## config.mk

```make
export PLATFORM = sky130hd
export DESIGN_NAME = eth_tx_frame_builder
export DESIGN_NICKNAME = d
export VERILOG_FILES = /design/src/rtl/eth_tx_frame_builder.sv
export SDC_FILE = /design/constraint.sdc
export NUM_CORES = 1
export LEC_CHECK = 0
export CAP_MARGIN = 25
export CORE_ASPECT_RATIO = 0.8
export CORE_UTILIZATION = 46
export CTS_CLUSTER_DIAMETER = 100
export CTS_CLUSTER_SIZE = 14
export DETAILED_ROUTE_END_ITERATION = 12
export PLACE_DENSITY = 0.85
export SYNTH_ARGS = -nofsm -noshare
export SYNTH_HDL_FRONTEND = slang
export SYNTH_SLANG_ARGS = --single-unit
```

## constraint.sdc

```tcl
create_clock -name clk -period 2.16 [get_ports clk]
set_clock_uncertainty 0.2 [all_clocks]
set_input_delay 0.324 -clock clk [delete_from_list [all_inputs] [get_ports clk]]
set_output_delay 0.324 -clock clk [all_outputs]
set_load 0.005 [all_outputs]
```

## src/rtl/eth_tx_frame_builder.sv

```systemverilog
// Ethernet TX frame builder: prepends dest/src/type header to a payload stream and zero-pads short frames.
// Latency: first header byte is registered on the header-accept edge; payload bytes pass through one output register.
// Backpressure: m_axis_tready gates the output register; s_axis_tready is combinationally derived from it (no payload buffering).
//
// Ports:
//   clk, rst                      - rising-edge clock, synchronous active-high reset
//   s_hdr_*                       - header descriptor (destination MAC, EtherType) with valid/ready
//   s_axis_*                      - 8-bit payload stream with tlast and error flag (tuser)
//   m_axis_*                      - 8-bit frame stream; tuser is meaningful on the tlast beat only
//   local_mac                     - source MAC, sampled when the header is accepted
//   padding_enable                - pad short frames up to MIN_FRAME_LEN, sampled when the header is accepted
//   busy                          - frame in progress or output register still holding a beat
module eth_tx_frame_builder #(
    parameter int DATA_WIDTH     = 8,
    parameter bit ENABLE_PADDING = 1'b1,
    parameter int MIN_FRAME_LEN  = 60
) (
    input  logic                  clk,
    input  logic                  rst,

    input  logic                  s_hdr_valid,
    output logic                  s_hdr_ready,
    input  logic [47:0]           s_hdr_dest_mac,
    input  logic [15:0]           s_hdr_type,

    input  logic [DATA_WIDTH-1:0] s_axis_tdata,
    input  logic                  s_axis_tvalid,
    output logic                  s_axis_tready,
    input  logic                  s_axis_tlast,
    input  logic                  s_axis_tuser,

    output logic [DATA_WIDTH-1:0] m_axis_tdata,
    output logic                  m_axis_tvalid,
    input  logic                  m_axis_tready,
    output logic                  m_axis_tlast,
    output logic                  m_axis_tuser,

    input  logic [47:0]           local_mac,
    input  logic                  padding_enable,
    output logic                  busy
);

    localparam logic [6:0] MIN_LEN   = 7'(MIN_FRAME_LEN);
    localparam logic [3:0] HDR_LAST  = 4'd13;
    localparam logic [6:0] CNT_MAX   = 7'd127;

    typedef enum logic [1:0] {
        IDLE    = 2'd0,
        HEADER  = 2'd1,
        PAYLOAD = 2'd2,
        PAD     = 2'd3
    } state_t;

    state_t      state;
    logic [47:0] dest_reg;
    logic [47:0] src_reg;
    logic [15:0] type_reg;
    logic [3:0]  hdr_idx;
    logic [6:0]  frame_cnt;
    logic        pad_en_reg;
    logic        tuser_latch;

    logic        out_en;
    logic [7:0]  hdr_byte;
    logic [6:0]  cnt_inc;
    logic        below_min;

    // The output register may load whenever it is empty or its beat is being taken.
    assign out_en        = !m_axis_tvalid || m_axis_tready;
    assign s_hdr_ready   = (state == IDLE);
    assign s_axis_tready = (state == PAYLOAD) && out_en;
    assign busy          = (state != IDLE) || m_axis_tvalid;

    // Saturating byte count including the byte being loaded this cycle.
    assign cnt_inc   = (frame_cnt == CNT_MAX) ? CNT_MAX : frame_cnt + 7'd1;
    // True while the byte being loaded still leaves the frame short of the minimum.
    assign below_min = (cnt_inc < MIN_LEN);

    always_comb begin
        hdr_byte = 8'h00;
        case (hdr_idx)
            4'd0:    hdr_byte = dest_reg[47:40];
            4'd1:    hdr_byte = dest_reg[39:32];
            4'd2:    hdr_byte = dest_reg[31:24];
            4'd3:    hdr_byte = dest_reg[23:16];
            4'd4:    hdr_byte = dest_reg[15:8];
            4'd5:    hdr_byte = dest_reg[7:0];
            4'd6:    hdr_byte = src_reg[47:40];
            4'd7:    hdr_byte = src_reg[39:32];
            4'd8:    hdr_byte = src_reg[31:24];
            4'd9:    hdr_byte = src_reg[23:16];
            4'd10:   hdr_byte = src_reg[15:8];
            4'd11:   hdr_byte = src_reg[7:0];
            4'd12:   hdr_byte = type_reg[15:8];
            4'd13:   hdr_byte = type_reg[7:0];
            default: hdr_byte = 8'h00;
        endcase
    end

    always_ff @(posedge clk) begin
        if (rst) begin
            state         <= IDLE;
            dest_reg      <= '0;
            src_reg       <= '0;
            type_reg      <= '0;
            hdr_idx       <= '0;
            frame_cnt     <= '0;
            pad_en_reg    <= 1'b0;
            tuser_latch   <= 1'b0;
            m_axis_tdata  <= '0;
            m_axis_tvalid <= 1'b0;
            m_axis_tlast  <= 1'b0;
            m_axis_tuser  <= 1'b0;
        end else begin
            case (state)
                IDLE: begin
                    if (out_en) begin
                        m_axis_tvalid <= 1'b0;
                        m_axis_tlast  <= 1'b0;
                        m_axis_tuser  <= 1'b0;
                    end
                    if (s_hdr_valid) begin
                        dest_reg    <= s_hdr_dest_mac;
                        src_reg     <= local_mac;
                        type_reg    <= s_hdr_type;
                        pad_en_reg  <= padding_enable && ENABLE_PADDING;
                        tuser_latch <= 1'b0;
                        state       <= HEADER;
                        // Loading the first destination byte straight from the
                        // descriptor on the accept edge avoids a bubble between
                        // back-to-back frames.
                        if (out_en) begin
                            m_axis_tdata  <= s_hdr_dest_mac[47:40];
                            m_axis_tvalid <= 1'b1;
                            hdr_idx       <= 4'd1;
                            frame_cnt     <= 7'd1;
                        end else begin
                            hdr_idx       <= 4'd0;
                            frame_cnt     <= 7'd0;
                        end
                    end
                end

                HEADER: begin
                    if (out_en) begin
                        m_axis_tdata  <= hdr_byte;
                        m_axis_tvalid <= 1'b1;
                        m_axis_tlast  <= 1'b0;
                        m_axis_tuser  <= 1'b0;
                        frame_cnt     <= cnt_inc;
                        hdr_idx       <= hdr_idx + 4'd1;
                        if (hdr_idx == HDR_LAST) begin
                            state <= PAYLOAD;
                        end
                    end
                end

                PAYLOAD: begin
                    if (out_en) begin
                        if (s_axis_tvalid) begin
                            m_axis_tdata  <= s_axis_tdata;
                            m_axis_tvalid <= 1'b1;
                            frame_cnt     <= cnt_inc;
                            tuser_latch   <= tuser_latch | s_axis_tuser;
                            if (s_axis_tlast && !(pad_en_reg && below_min)) begin
                                m_axis_tlast <= 1'b1;
                                m_axis_tuser <= tuser_latch | s_axis_tuser;
                                state        <= IDLE;
                            end else begin
                                m_axis_tlast <= 1'b0;
                                m_axis_tuser <= 1'b0;
                                if (s_axis_tlast) begin
                                    state <= PAD;
                                end
                            end
                        end else begin
                            m_axis_tvalid <= 1'b0;
                            m_axis_tlast  <= 1'b0;
                            m_axis_tuser  <= 1'b0;
                        end
                    end
                end

                PAD: begin
                    if (out_en) begin
                        m_axis_tdata  <= '0;
                        m_axis_tvalid <= 1'b1;
                        frame_cnt     <= cnt_inc;
                        if (!below_min) begin
                            m_axis_tlast <= 1'b1;
                            m_axis_tuser <= tuser_latch;
                            state        <= IDLE;
                        end else begin
                            m_axis_tlast <= 1'b0;
                            m_axis_tuser <= 1'b0;
                        end
                    end
                end

                default: state <= IDLE;
            endcase
        end
    end

endmodule

```

**Word-level counts from Yosys, hierarchy flattened**

Index checks and enable logic that the tools add are counted.

- Bitwise logic cells: 1
- Multiplexer cells: 53
- Equal/unequal tests: 28
- $add $sub $neg: 2
- Reductions and logical operators: 22
- $lt $le $gt $ge: 1

Operators with widths:

| operator | count |
|---|---|
| $pmux W8 S14 | 1 |
| $mux W8 | 6 |
| $mux W7 | 5 |
| $pmux W8 S4 | 1 |
| $eq A4 B4 Y1 const B | 6 |
| $mux W1 | 22 |
| $pmux W7 S3 | 1 |
| $mux W2 | 9 |
| $eq A4 B3 Y1 const B | 4 |
| $ne A2 B2 Y1 const B | 7 |
| $pmux W1 S3 | 3 |
| $eq A4 B2 Y1 const B | 2 |
| $mux W4 | 2 |
| $pmux W2 S4 | 1 |
| $pmux W4 S2 | 1 |
| $reduce_and A4 Y1 | 2 |
| $reduce_and A8 Y1 | 1 |
| $add A7 B1 Y7 const B | 1 |
| $eq A7 B7 Y1 const B | 1 |
| $lt A7 B6 Y1 const B | 1 |
| $ne A2 B1 Y1 const B | 3 |
| $reduce_and A3 Y1 | 2 |
| $reduce_and A6 Y1 | 1 |
| $reduce_bool A2 Y1 | 3 |
| other kinds (14) | 21 |

- Logic and storage cells: 119
- Register bits: 138
- Input port bits: 128
- Output and inout bits: 14

**Logic depth before layout (Yosys ltp)**

Gate-level depths: netlist of run 1.

- Depth after elaboration: 10
- Mapped depth: 9
- Mapped depth without buffers: 7

**Worst setup path before layout of run 1**

No wires, ideal clock.

- Kind: register to register
- From: register hdr_idx[1]
- To: register m_axis_tdata[4]
- Path slack: 0.093 ns
- Clock period less this slack: 2.067 ns
- Arrival: 1.730 ns
- Cell stages (with the launch flop): 9
- Buffers on the path: 2
- Required time: 1.822 ns
- Setup time: 0.138 ns
- Path through: dfxtp_1 inv_1 ha_1 buf_2 buf_6 a222oi_1 mux2i_1 o311ai_0 a311oi_1

- Longest elaborated chain between the ends: 4
- Elaborated cells on any way between the ends: 17
- Classes of those cells: 13 x eq/ne; 3 x mux; 1 x reduce/logical

RTL lines:

| item | line | text |
|---|---|---|
| start: declaration | 58 | `logic [3:0] hdr_idx;` |
| start signal: assignment | 151 | `hdr_idx <= hdr_idx + 4'd1;` |
| $eq A4 B4 Y1 (tied with other cells) | 81 | `case (hdr_idx)` |
| $pmux W8 S14 * | 81 |  |
| $mux W8 * | 145 | `if (out_en) begin` |
| $pmux W8 S4 * | 115 | `case (state)` |
| end signal: assignment | 133 | `m_axis_tdata <= s_hdr_dest_mac[47:40];` |
| end signal: assignment | 146 | `m_axis_tdata <= hdr_byte;` |
| end signal: assignment | 161 | `m_axis_tdata <= s_axis_tdata;` |
| end: declaration | 32 | `output logic [DATA_WIDTH-1:0] m_axis_tdata,` |

Every way passes the cells marked *; elsewhere a longest branch is shown, timed or not. The select of a mux whose other input is x is not followed.
A chain may end at the register's enable or synchronous reset.

**Worst setup path after layout of run 1**

- From: register hdr_idx[0]
- To: register m_axis_tdata[2]

The elaborated chain is that of the path after synthesis.

==> results of run 1 <==
## cell families (layout without fill, tap and decap cells)
family	after synthesis	in the layout	share of synthesized area (%)
xor gates and xnor gates	2	2	0.275
DFF	138	138	43.4
adders and majority gates	5	5	0.983
muxes	18	18	3.26
and+or+nand+nor	347	347	22.8
AOI/OAI and AO/OA	238	238	23.2
buffers and inverters	77	236	6.11
## final cells by class
type	instances	area (µm²)	share of cell area, %
sequential	138	2770	31.2
inverter	8	30.0	0.338
multi-input combinational	610	3300	37.2
clock inverter	14	146	1.65
timing repair buffer	196	1970	22.2
tap	180	225	2.53
clock buffer	18	439	4.94
## power by group
part,internal (mW),switching (mW)
clock,1.73,1.14
combinational,0.551,0.517
sequential,2.70,0.122
total,4.98,1.78
## worst max path at each step
stage | endpoint | depth (start not counted) | slack, ps | startpoint
after floorplan | m_axis_tdata[4] | 8 | 90 | hdr_idx[1]
after global placement | m_axis_tdata[4] | 8 | -140 | hdr_idx[0]
after detailed placement | m_axis_tdata[4] | 8 | -180 | hdr_idx[0]
after CTS | m_axis_tdata[7] | 8 | -2 | hdr_idx[0]
after global routing | m_axis_tdata[5] | 8 | -5 | hdr_idx[0]
final | m_axis_tdata[2] | 7 | 20 | hdr_idx[0]
## metal layers
layer | up-vias | global-route usage, %
met5 | - | 0
li1 | 3143 | -
met3 | 26 | 6.38
met4 | 0 | 7.55
met2 | 303 | 41.9
met1 | 3082 | 40.5
## worst max-delay path: cells and delay by family (launching register included)
family,cells,cell delay (ps)
buffers and inverters,1,150
flip-flops,1,360
adder cells (fa/ha/maj),1,230
AO/OA/AOI/OAI,5,1070
## through the flow
step	TNS [ps]	hold slack, ps
finish	0	255
global route	-4.69	256
CTS	-1.68	248
detailed placement	-818	248
global placement	-322	240
floorplan	0	232
## placed cells by master, fill, tap and decap left out, types with 4 or more instances in the layout
cell type,count
a31oi_1,5
clkdlybuf4s50_1,138
buf_4,42
o21ai_0,19
a221oi_1,5
o211ai_1,4
dfxtp_1,133
nand3b_1,5
mux2_2,8
nand2_1,256
a22o_1,8
dfxtp_2,4
clkbuf_16,17
mux2i_1,8
a311oi_1,5
buf_12,11
nor2_1,26
clkinvlp_4,6
a22oi_1,11
a222oi_1,7
and3_1,7
nor3_1,6
nor4_1,5
a21oi_1,134
a211oi_1,4
nand3_1,17
nor2b_1,6
inv_1,6
## repair_timing
action / CTS / global route
setup buffers: 3 / 0
resized for setup: 13 / 18
hold endpoints to repair: 5 / 0
pin swaps: 7 / 9
endpoints found under the setup margin: 10 / 8
hold buffers: 1 / 0
==> reports/metrics.csv, run 1 <==
metric;value;unit
design area;8890;µm²
Final Max Tran Viols;0;
WL final;19800;µm
Die Area;14300;µm²
num ports;142;
Pwr Total;6.76;mW
Final GP Congestion;0.911;
CP Cell Sequence;ha_2, buf_12, a22o_1, a22oi_2, a21oi_2, o41ai_2, a311oi_1;
GRT Util Overall;28.1;%
Hold EP;dest_reg[4];
Setup crit start kind;register;
arrival time worst endpoint;2210;ps
Final Critical Period;2140;ps
Setup Crit Path Kind;register to register;
outcome;completed;
Root Driver;clkbuf_16;
Critical Path Fanout Max;11;
DR top layer;met4;
Tcrit/Tclk final;99.2;%
slew of the pin with the lowest slew margin;490;ps
Layout area overhead;39.7;%
Yosys reg bits;138;
Async S/R FF share, synth;0;%
worst stage delay on the critical path;420;ps
I/O Buffers;141;
# rows;38;
DRC;0;
drt first-iter violations;686;
Max clock buf depth;2;
EDFF count, synth;0;
Antenna Cells;0;
worst hold path class;primary input to register;
drt via density;5.63;
register area share after synthesis;43.4;%
top post-synthesis cells by area;dfxtp_1, nand2_1, a21oi_1;
# setup viols final;0;
layout cells sized above 1;13.1;%
mapped cell area;6360;µm²
area of placed instances;8170;µm²
final hold violations;0;
CTS tree;done;
post-synthesis area per instance;7.71;µm²
Clock transition at path regs;60;ps
routed length on met3;1730;µm
setup ws final;17.6;ps
Worst Hold Launch;s_hdr_dest_mac[4];
WHS Path Cells;3;
Critical Path Sink Type;register;
pre-CTS setup slack;-177;ps
Skew-Pair Late Insertion Delay;410;ps
routed wl met2;8540;µm
WL met1;9240;µm
antenna violations before repair;0;
dpl cells;1128;
Ys Warns;0;
die width;134;µm
post-synth top area share;43.4;%
Initial Util;47.0;%
cts bufs inserted;17;
top-count cell post-synth;nand2_1;
synthesized instance count;825;
syn nets;958;
Detail Placement HPWL;14300;µm
CTS Sinks;138;
H-tree Lvls;4;
largest net degree at the start of global routing;69;
Leakage;3.27;nW
worst path required time;2230;ps
DRT antenna net count;0;
Max Freq;467;MHz
fillers;1147;
Post-synth top cells;nand2_1, dfxtp_1, a21oi_1;
vias in the first global route;5954;
Synth cell types;59;
layout net count;1104;
maxcap violations;0;
Power Dens Cells;760;nW/µm²
gr ovfl total;0;
via count;6554;
Yosys top cell by area;dfxtp_1;
Worst R2R Start;hdr_idx[0];
Worst VDD drop;0.609;mV
first-pass GRT wire length;31100;µm
Wirelength per Cell;17.0;µm
core area;13600;µm²
final core occ;65.6;%
Most used DFF post-synth;dfxtp_1;
normalized max-slew margin;67.3;%
drt pass-1 iters;5;
reg2reg end;m_axis_tdata[2];
Finished Layout Cells;1164;
Die Height;107;µm
reg2reg path depth;7;
slowest CP cell;o41ai_2;
register-to-register setup slack;20;ps
No activity file was read; power rests on OpenSTA's default activity.
==> run 2, diff against run 1 <==
CORE_MARGIN = 1.5   (was unset)
GPL_TIMING_DRIVEN = 0   (was unset)
==> reports/metrics.csv, run 2 (synthesized netlist as in run 1, its figures left out) <==
metric;value;unit
setup ws final;-177;ps
CTS Sinks;138;
Detail Placement HPWL;16100;µm
Pwr Total;6.82;mW
DRC;0;
commonest non-fill, non-tap cells in the layout;nand2_1, clkdlybuf4s50_1, dfxtp_1;
DRT antenna net count;0;
num ports;142;
die width;135;µm
via count;6939;
vias in the first global route;6345;
normalized max-slew margin;54.6;%
layout cells sized above 1;13.8;%
Root Driver;clkbuf_16;
Max clock buf depth;2;
unrepaired setup endpoints after global routing;yes;
GRT Util Overall;31.1;%
H-tree Lvls;4;
worst hold path class;primary input to register;
most common cell after layout, fill and taps aside;nand2_1;
cts hold-fix bufs;0;
Initial Util;47.0;%
drt via density;5.82;
Reg area;2770;µm²
layout net count;1135;
Wirelength per Cell;18.9;µm
fillers;1132;
final hold violations;0;
Clock transition at path regs;60;ps
largest net degree at the start of global routing;17;
# rows;38;
outcome;finished with violations;
Fin Setup TNS;-667;ps
Critical Path Sink Type;register;
Critical Path Fanout Max;7;
arrival time worst endpoint;2420;ps
Tcrit/Tclk final;108;%
slew of the pin with the lowest slew margin;681;ps
Max Freq;428;MHz
# setup viols final;7;
Setup crit start kind;register;
drt first-iter violations;922;
Die Area;14600;µm²
Final Critical Period;2340;ps
Worst VDD drop;0.624;mV
WHS;243;ps
Leakage;3.34;nW
maxcap violations;0;
antenna violations before repair;0;
Power Dens Cells;758;nW/µm²
drt pass-1 iters;6;
Layout area overhead;41.3;%
Antenna Cells;0;
I/O Buffers;141;
final core occ;66.4;%
WL final;22600;µm
CTS tree;done;
first-pass GRT wire length;34200;µm
cts bufs inserted;17;
failing checks;negative setup slack;
gr ovfl total;0;
register-to-register setup slack;-180;ps
worst path required time;2240;ps
Final GP Congestion;0.974;
Die Height;108;µm
Final Max Tran Viols;0;
core area;13600;µm²
multi-input logic area;3400;µm²
Skew-Pair Late Insertion Delay;430;ps
Setup Crit Path Kind;register to register;
[run 2: cell count changes in the layout (fill, tap and decap cells not counted), moves of 5 or more]
cell      previous run  this run
buf_8                1         8
buf_2                0        21
buf_12              11         1
buf_6                1         6
buf_4               42        23
clkbuf_1             0        25
[run 2: timing repair]
action,CTS,global route
endpoints found under the hold margin,0,0
gates resized for setup,67,19
setup endpoints to repair,17,48
buffers inserted,12,5
gates cloned,1,0
pin swaps,18,20
[run 2: area by class of cell]
class / count / area share, %
timing repair buffer: 158 / 17.2
buffer: 69 / 5.08
inverter: 8 / 0.389
clock inverter: 8 / 1.08
sequential: 138 / 30.8
multi-input combinational: 610 / 37.8
clock buffer: 21 / 5.12
tap: 180 / 2.50
[run 2: worst paths after layout]
kind | to | depth (start not counted) | startpoint
max reg2reg | m_axis_tdata[4] | 8 | hdr_idx[0]
min | src_reg[0] | 3 | local_mac[0]
max | m_axis_tdata[4] | 8 | hdr_idx[0]
min reg2reg | type_reg[5] | 2 | type_reg[5]
[run 2: power by group]
| part | leakage (nW) | switching [mW] | total, mW | internal, mW |
|---|---|---|---|---|
| Sequential | 1.13 | 0.128 | 2.83 | 2.70 |
| Combinational | 1.94 | 0.585 | 1.15 | 0.569 |
| Clock | 0.267 | 1.10 | 2.83 | 1.73 |
| Total | 3.34 | 1.82 | 6.82 | 5.00 |
[run 2: critical path: stages (launching register included)]
cell and delay, ps:
dfxtp_4 370, buf_12 130, ha_4 160, buf_8 140, buf_8 130, a222oi_1 380
mux2i_1 190, o311ai_2 320, a311oi_1 170
[run 2: metrics by stage]
| step | instances | setup WS, ps | cell area, µm² |
|---|---|---|---|
| floorplan | 825 | 92.8 | 6360 |
| global placement | 1146 | -553 | 8000 |
| detailed placement | 1146 | -623 | 8000 |
| CTS | 1188 | -70.4 | 8890 |
| global route | 1192 | -176 | 8990 |
| finish | 1192 | -177 | 8990 |
[run 2: layer usage]
layer  GRT usage (%)  share of wire [%]
met1            43.2                 42
met2            47.2                 44
met3            8.02                 12
met4            9.75                2.2
met5               0                  0
==> run 3, diff against run 2 <==
PLACE_DENSITY = unset   (was 0.85)
PLACE_DENSITY_LB_ADDON = 0.1   (was unset)
==> reports/metrics.csv, run 3 (synthesized netlist as in run 1, its figures left out) <==
metric;value;unit
num ports;142;
drt first-iter violations;771;
Worst VDD drop;0.687;mV
WHS;241;ps
final core occ;67.0;%
unrepaired setup endpoints after global routing;yes;
Setup crit start kind;register;
final hold violations;0;
failing checks;negative setup slack;
Final Max Tran Viols;0;
maxcap violations;0;
die width;135;µm
most common cell after layout, fill and taps aside;nand2_1;
cts bufs inserted;17;
Die Area;14600;µm²
Detail Placement HPWL;16000;µm
Power Dens Cells;781;nW/µm²
design area;9080;µm²
CTS Sinks;138;
DRT antenna net count;0;
kind of cell adding the most delay to the critical path;compound AO/OA/AOI/OAI gates;
worst path required time;2240;ps
core area;13600;µm²
Setup Crit Path Kind;register to register;
Fin Setup TNS;-446;ps
I/O Buffers;141;
arrival time worst endpoint;2350;ps
drt pass-1 iters;7;
Final GP Congestion;0.964;
worst hold path class;primary input to register;
GRT Util Overall;31.1;%
Wirelength per Cell;18.8;µm
Max clock buf depth;2;
H-tree Lvls;4;
Initial Util;47.0;%
Clock transition at path regs;60;ps
outcome;finished with violations;
Skew-Pair Late Insertion Delay;420;ps
normalized max-slew margin;47.4;%
Tcrit/Tclk final;105;%
vias in the first global route;6124;
Critical Path Sink Type;register;
Bufs and invs on worst path;3;
Antenna Cells;0;
pre-CTS setup slack;-577;ps
worst stage delay on the critical path;440;ps
Layout area overhead;42.7;%
fillers;1201;
Final Critical Period;2270;ps
largest net degree at the start of global routing;17;
slowest CP cell;a222oi_1;
area of placed instances;8000;µm²
Reg area;2770;µm²
# setup viols final;7;
Root Driver;clkbuf_16;
gr ovfl total;0;
Die Height;108;µm
CP Cell Sequence;inv_4, ha_4, buf_8, buf_8, a222oi_1, a211oi_2, o31ai_4, a311oi_1;
slew of the pin with the lowest slew margin;788;ps
multi-input logic area;3410;µm²
# rows;38;
drt via density;5.70;
WL final;22400;µm
DRC;0;
Leakage;3.37;nW
via count;6791;
Critical Path Fanout Max;6;
Worst path most repeated cell;buf_8;
commonest non-fill, non-tap cells in the layout;nand2_1, clkdlybuf4s50_1, dfxtp_1;
layout cells sized above 1;14.0;%
antenna violations before repair;0;
setup ws final;-111;ps
layout net count;1133;
first-pass GRT wire length;34000;µm
Max Freq;440;MHz
CTS tree;done;
[run 3: area by class of cell]
class	instances	area share, %
inverter	8	0.386
clock buffer	18	4.73
multi-input combinational	610	37.5
clock inverter	13	2.12
timing repair buffer	158	17.4
tap	180	2.48
buffer	67	4.89
sequential	138	30.5
[run 3: final timing paths]
path / startpoint / endpoint / slack, ps / cells past startpoint
hold reg to reg: src_reg[26] / src_reg[26] / 250 / 2
hold / removal: local_mac[2] / src_reg[2] / 240 / 3
setup reg to reg: hdr_idx[0] / m_axis_tdata[0] / -110 / 8
setup / recovery: hdr_idx[0] / m_axis_tdata[0] / -110 / 8
[run 3: report_power, final]
group          leakage, nW  internal (mW)  switching, mW
Combinational         1.93          0.571          0.572
Sequential            1.13           2.70          0.138
Clock                0.303           1.94           1.17
Total                 3.37           5.21           1.88
[run 3: tightest hold or removal path, delay by kind of cell]
family	cells	cell delay, ps
compound gates	1	50
buf+inv	1	390
simple gates	1	50
[run 3: what timing repair did]
| action | 4_1_cts | 5_1_grt |
|---|---|---|
| endpoints found under the setup margin | 19 | 54 |
| pin swaps | 15 | 21 |
| gates cloned | 2 | 0 |
| hold buffers | 0 | 0 |
| setup buffers | 5 | 10 |
| resized for setup | 60 | 32 |
[run 3: stage by stage]
stage | power (mW) | instances
floorplan | 3.33 | 825
global placement | 3.83 | 1146
detailed placement | 3.84 | 1146
CTS | 7.01 | 1184
global route | 7.32 | 1192
finish | 7.09 | 1192
[run 3: per-layer routing]
metal | up-vias | share of wire [%] | track usage, % | routed length [µm]
li1 | 3211 | - | - | -
met3 | 52 | 12 | 9.70 | 2700
met4 | 0 | 2.4 | 11.5 | 542
met2 | 417 | 41 | 44.5 | 9250
met1 | 3111 | 44 | 43.9 | 9910
met5 | - | 0 | 0 | 0
